[src/rtl/clint_trap_ctrl_pkg.sv]
// Shared CSR addresses and mstatus field positions used by the core-local trap controller.
package clint_trap_ctrl_pkg;

  localparam int unsigned CSR_ADDR_W = 12;

  localparam logic [CSR_ADDR_W-1:0] ADDR_MSTATUS = 12'h300;
  localparam logic [CSR_ADDR_W-1:0] ADDR_MEPC    = 12'h341;
  localparam logic [CSR_ADDR_W-1:0] ADDR_MCAUSE  = 12'h342;

  localparam int unsigned MSTATUS_MIE    = 3;
  localparam int unsigned MSTATUS_MPIE   = 7;
  localparam int unsigned MSTATUS_MPP_LO = 11;
  localparam int unsigned MSTATUS_MPP_HI = 12;

endpackage

[src/rtl/clint_trap_ctrl.sv]
// Core-local trap controller: sequences mepc/mcause/mstatus writes for ecall, timer irq and mret,
// stalls the pipeline meanwhile and pulses a fetch redirect at the end of each sequence.
module clint_trap_ctrl
  import clint_trap_ctrl_pkg::*;
#(
  parameter int unsigned XLEN        = 64,
  parameter int unsigned ECALL_CAUSE = 11,
  parameter int unsigned MTI_CAUSE   = 7
) (
  input  logic                  clk,
  input  logic                  rst_n,
  input  logic                  inst_valid_i,
  input  logic [XLEN-1:0]       inst_pc_i,
  input  logic                  inst_ecall_i,
  input  logic                  inst_mret_i,
  input  logic [XLEN-1:0]       csr_mtvec_i,
  input  logic [XLEN-1:0]       csr_mepc_i,
  input  logic [XLEN-1:0]       csr_mstatus_i,
  input  logic                  global_int_en_i,
  input  logic                  mtime_int_en_i,
  input  logic                  mtime_int_pend_i,
  output logic                  clint_csr_wen_o,
  output logic [CSR_ADDR_W-1:0] clint_csr_waddr_o,
  output logic [XLEN-1:0]       clint_csr_wdata_o,
  output logic                  clint_stall_o,
  output logic                  clint_redirect_o,
  output logic [XLEN-1:0]       clint_redirect_pc_o
);

  typedef enum logic [2:0] {
    S_IDLE           = 3'd0,
    S_W_MEPC         = 3'd1,
    S_W_MCAUSE       = 3'd2,
    S_W_MSTATUS_TRAP = 3'd3,
    S_W_MSTATUS_MRET = 3'd4
  } state_t;

  localparam logic [XLEN-1:0] IRQ_CAUSE   = {1'b1, (XLEN-1)'(MTI_CAUSE)};
  localparam logic [XLEN-1:0] ECALL_CODE  = XLEN'(ECALL_CAUSE);
  localparam logic [XLEN-1:0] MTVEC_MASK  = {{(XLEN-2){1'b1}}, 2'b00};

  state_t          state_q, state_d;
  logic [XLEN-1:0] pc_q, cause_q;
  logic            idle, irq, ecall, mret, take_trap;
  logic [XLEN-1:0] mstatus_new;

  // Event detection is only live in IDLE and is held off while reset is asserted.
  assign idle      = (state_q == S_IDLE) & rst_n;
  assign irq       = idle & inst_valid_i & global_int_en_i & mtime_int_en_i & mtime_int_pend_i;
  assign ecall     = idle & inst_valid_i & inst_ecall_i;
  assign mret      = idle & inst_valid_i & inst_mret_i;
  assign take_trap = irq | ecall;

  assign clint_stall_o = (state_q != S_IDLE) | irq | ecall | mret;

  always_ff @(posedge clk or negedge rst_n) begin
    if (!rst_n) begin
      state_q <= S_IDLE;
    end else begin
      state_q <= state_d;
    end
  end

  // Trap context captured in the detection cycle, replayed during the write sequence.
  always_ff @(posedge clk or negedge rst_n) begin
    if (!rst_n) begin
      pc_q    <= '0;
      cause_q <= '0;
    end else if (take_trap) begin
      pc_q    <= inst_pc_i;
      cause_q <= irq ? IRQ_CAUSE : ECALL_CODE;
    end
  end

  always_comb begin
    state_d = state_q;
    case (state_q)
      S_IDLE: begin
        if (take_trap) begin
          state_d = S_W_MEPC;
        end else if (mret) begin
          state_d = S_W_MSTATUS_MRET;
        end
      end
      S_W_MEPC:         state_d = S_W_MCAUSE;
      S_W_MCAUSE:       state_d = S_W_MSTATUS_TRAP;
      S_W_MSTATUS_TRAP: state_d = S_IDLE;
      S_W_MSTATUS_MRET: state_d = S_IDLE;
      default:          state_d = S_IDLE;
    endcase
  end

  always_comb begin
    clint_csr_wen_o     = 1'b0;
    clint_csr_waddr_o   = '0;
    clint_csr_wdata_o   = '0;
    clint_redirect_o    = 1'b0;
    clint_redirect_pc_o = '0;
    mstatus_new         = csr_mstatus_i;
    case (state_q)
      S_W_MEPC: begin
        clint_csr_wen_o   = 1'b1;
        clint_csr_waddr_o = ADDR_MEPC;
        clint_csr_wdata_o = pc_q;
      end
      S_W_MCAUSE: begin
        clint_csr_wen_o   = 1'b1;
        clint_csr_waddr_o = ADDR_MCAUSE;
        clint_csr_wdata_o = cause_q;
      end
      S_W_MSTATUS_TRAP: begin
        mstatus_new[MSTATUS_MPIE]                  = csr_mstatus_i[MSTATUS_MIE];
        mstatus_new[MSTATUS_MIE]                   = 1'b0;
        mstatus_new[MSTATUS_MPP_HI:MSTATUS_MPP_LO] = 2'b11;
        clint_csr_wen_o     = 1'b1;
        clint_csr_waddr_o   = ADDR_MSTATUS;
        clint_csr_wdata_o   = mstatus_new;
        clint_redirect_o    = 1'b1;
        clint_redirect_pc_o = csr_mtvec_i & MTVEC_MASK;
      end
      S_W_MSTATUS_MRET: begin
        mstatus_new[MSTATUS_MIE]                   = csr_mstatus_i[MSTATUS_MPIE];
        mstatus_new[MSTATUS_MPIE]                  = 1'b1;
        mstatus_new[MSTATUS_MPP_HI:MSTATUS_MPP_LO] = 2'b11;
        clint_csr_wen_o     = 1'b1;
        clint_csr_waddr_o   = ADDR_MSTATUS;
        clint_csr_wdata_o   = mstatus_new;
        clint_redirect_o    = 1'b1;
        clint_redirect_pc_o = csr_mepc_i;
      end
      default: ;
    endcase
  end

endmodule

[config.mk]
export PLATFORM = sky130hd
export DESIGN_NAME = clint_trap_ctrl
export DESIGN_NICKNAME = d
export VERILOG_FILES = /design/src/rtl/clint_trap_ctrl_pkg.sv /design/src/rtl/clint_trap_ctrl.sv
export SDC_FILE = /design/constraint.sdc
export NUM_CORES = 1
export LEC_CHECK = 0
export BUFFER_PORTS_ARGS = -buffer_cell sky130_fd_sc_hd__buf_2
export CAP_MARGIN = 20
export CORE_AREA = 2 2 159 161
export CTS_CLUSTER_DIAMETER = 150
export DETAILED_ROUTE_END_ITERATION = 12
export DIE_AREA = 0 0 161 163
export GPL_ROUTABILITY_DRIVEN = 1
export PLACE_DENSITY = 0.54
export SETUP_SLACK_MARGIN = 0.4
export SLEW_MARGIN = 10
export SYNTH_ARGS = -nofsm -noshare
export SYNTH_HDL_FRONTEND = slang
export SYNTH_SLANG_ARGS = --single-unit
[constraint.sdc]
create_clock -name clk -period 3 [get_ports clk]
set_input_delay 0.9 -clock clk [delete_from_list [all_inputs] [get_ports clk]]
set_output_delay 0.9 -clock clk [all_outputs]
set_load 0.1 [all_outputs]
==> flow_summary_export.csv <==
group,metric,value,unit
outcome,status,"complete, no violations",
sta,worstMarginPinSlew,602.7,ps
yosys,yosysTopAreaCell,"dfrtp_1",
yosys,synth_commonest_cells,"a22o_1, dfrtp_1, mux2_1",
final_layout,area_delta_synth_final,153.6,%
yosys,synth-edff-count,0,
worst_setup_path,cp_data_required_time,2100,ps
yosys,synthDistinctLibCells,33,
worst_setup_path,crit_chain,"and3b_2, or2_4, buf_16, a22o_2, buf_12",
global_route,grt_overflow,0,
yosys,synthesis.instances,356,
sta,fmax,344.1,MHz
worst_setup_path,rrSetupSlack,730,ps
yosys,synth_area_leaders,"dfrtp_1, a22o_1, mux2_1",
final_layout,final_core_util,42.61,%
placed_design,place_congestion,0.8678,
yosys,synthArstFlopShare,100.0,%
yosys,syn_area_per_cell,11.65,um2
final_layout,final_area,10510,um2
cts,cts_tree,"done",
route,drtIter0Drc,202,
power_and_ir_drop,power,13.26,mW
worst_setup_path,critPathKind,"reg2out",
route,wl_per_cell,22.55,um
worst_setup_path,cpMaxStageDelayCell,"dfrtp_1",
worst_setup_path,r2r_cells,6,
final_layout,layoutNonFillerInstCount,1115,
yosys,synth_most_common_cell,"a22o_1",
run,drv_cap,0,
floorplan,core,24670,um2
worst_setup_path,critPathArrivalTime,2010,ps
sta,setup_viol,0,
placed_design,port_buffers,395,
hold_path,hold_path_depth,1,
sta,rsz0062_at_grt,"yes",
route,totalWireLength,25140,um
final_layout,finalNetCount,1040,
worst_setup_path,reg2reg_from,"state_q[0]$_DFFE_PN0P_",
cts,ctsHoldBuffers,0,
power_and_ir_drop,p_leak,4.950,nW
yosys,ys.flop_type,"dfrtp_1",
route,drcViolationCount,0,
cts,clk_pin_slew_worst_paths,60,ps
cts,htree_levels,3,
global_route,grt_usage,18.09,%
yosys,yosys_warnings,0,
hold_path,hp-start,"pc_q[23]$_DFFE_PN0P_",
sta,layout_worst_path_cycle_share,96.86,%
power_and_ir_drop,p_per_area,1261,nW/um2
route,vias,4938,
sta,min_period,2906,ps
placed_design,dpl.hpwl,17780,um
cts,root_buffer,"clkbuf_16",
sta,skew,7.783,ps
sta,setup_tns,0,ps
yosys,yosysTopAreaCellShare,42.25,%
floorplan,std_cell_rows,58,
worst_setup_path,r2r-end,"pc_q[49]$_DFFE_PN0P_",
floorplan,initial_utilization,16.81,%
placed_design,placed_area,9021,um2
floorplan,die_h,163,um
route,drt_first_pass_iters,4,
worst_setup_path,cp.buffers_inverters,2,
final_layout,fillers,2304,
sta,fin_ws,94.07,ps
cts,clockBufferDepth,2,
route,drtAntennaViolNets,0,
power_and_ir_drop,ir_worst_vdd,901.4,uV
hold_path,hold_path_class,"reg2reg",
sta,drv_slew,0,
worst_setup_path,critical_path.top_delay_family,"simple AND/OR/NAND/NOR gates",
hold_path,hold_end,"pc_q[23]$_DFFE_PN0P_",
placed_design,post-place-ws,298.0,ps
cts,clkSinkCount,70,
final_layout,final_layout_size_suffix_gt1_share,83.48,%
sta,slew_headroom,59.82,%
floorplan,dieArea,26240,um2
global_route,antenna_found_initial,6,
worst_setup_path,max_stage_delay,420,ps
sta,fin_hold_ws,485.7,ps
yosys,synth_seq_cells,70,
sta,hold_viol,0,
global_route,grt_pass1_vias,5317,
global_route,grt_pass1_wl,34550,um
route,via_per_inst,4.429,
floorplan,ioPinCount,407,
worst_setup_path,crit_fanout,12,
worst_setup_path,critPathCaptureType,"primary output",
placed_design,placedCellCount,1057,
cts,cts_buffers,9,
floorplan,die_x,161,um
yosys,seq_area_frac_synth,42.25,%
global_route,grt_max_degree,67,
yosys,syn_area,4146,um2
worst_setup_path,crit_path_start_kind,"register",
cts,clk_latency,340,ps
==> cell families after synthesis <==
family	synth area share, %
buffers and inverters	6.970
muxes	18.47
and+or+nand+nor	4.315
other	0.09044
DFF	42.25
AOI/OAI and AO/OA	27.91
==> state kept, by name, indices dropped and copies added (netlist names) <==
register  count
state_q       3
cause_q       3
pc_q         64
==> worst max-delay path by stage <==
stage | endpoint | start | depth (start not counted)
floorplan | clint_csr_wdata_o[56] | state_q[0]$_DFFE_PN0P_ | 6
finish | clint_csr_wdata_o[50] | state_q[1]$_DFFE_PN0P_ | 5
detailed placement | clint_csr_wdata_o[50] | state_q[0]$_DFFE_PN0P_ | 5
global route | clint_csr_wdata_o[20] | state_q[1]$_DFFE_PN0P_ | 5
global placement | clint_csr_wdata_o[50] | state_q[0]$_DFFE_PN0P_ | 5
CTS | clint_csr_wdata_o[16] | state_q[1]$_DFFE_PN0P_ | 5
==> timing repair <==
item | in CTS | in global routing
setup buffers | 15 | 2
setup endpoints to repair | 136 | 136
pin swaps | 15 | 5
gates resized for setup | 76 | 30
hold endpoints to repair | 0 | 0
cloned | 16 | 5
==> final cells by class <==
type / count / area (um2) / share of cell area, %
inverters: 3 / 11.26 / 0.1071
flip-flops and latches: 70 / 1754 / 16.68
diodes: 4 / 10.01 / 0.09520
repair buffers: 449 / 4999 / 47.54
multi-input cells: 243 / 3052 / 29.03
clock inverters: 6 / 46.29 / 0.4403
clock buffers: 10 / 229.0 / 2.178
well taps: 330 / 412.9 / 3.927
==> routing by layer <==
layer,wire (um),part of all wire [%],vias to the layer above,track usage (%)
met4,669,2.7,0,8.523
met5,0,0,-,0
met1,8239,33,2408,17.48
met3,2053,8.2,27,5.882
li1,-,-,2242,-
met2,14180,56,261,34.67
==> where the power goes <==
part | leakage, nW | switching, mW | internal, mW | total, mW
clock | 0.129 | 0.435 | 0.565 | 1.00
sequential | 0.838 | 0.312 | 1.41 | 1.72
combinational | 3.98 | 6.34 | 4.19 | 10.5
total | 4.95 | 7.09 | 6.17 | 13.3
==> cell usage in the layout (no fill, tap or decap), types with 2 or more instances in the layout <==
cell type | synthesis | final
a21o_4 | 0 | 2
a22o_2 | 0 | 44
a22o_4 | 0 | 73
a22oi_2 | 0 | 5
and2_4 | 0 | 2
buf_12 | 0 | 138
buf_16 | 0 | 18
buf_2 | 14 | 258
buf_4 | 10 | 16
buf_6 | 2 | 11
bufbuf_16 | 0 | 2
clkbuf_16 | 0 | 14
clkinvlp_4 | 0 | 2
conb_1 | 1 | 7
dfrtp_1 | 70 | 68
dfrtp_2 | 0 | 2
diode_2 | 0 | 4
inv_1 | 3 | 3
inv_6 | 0 | 2
mux2_1 | 38 | 38
mux2_2 | 30 | 30
nand2_1 | 7 | 2
nand2_4 | 0 | 4
nand3_1 | 2 | 2
nor2_4 | 0 | 2
nor2b_4 | 0 | 3
nor3_1 | 3 | 2
nor3b_4 | 0 | 3
o21ai_4 | 0 | 6
or2_2 | 4 | 3
or2_4 | 0 | 2
Power figures use the tool's default switching activity.
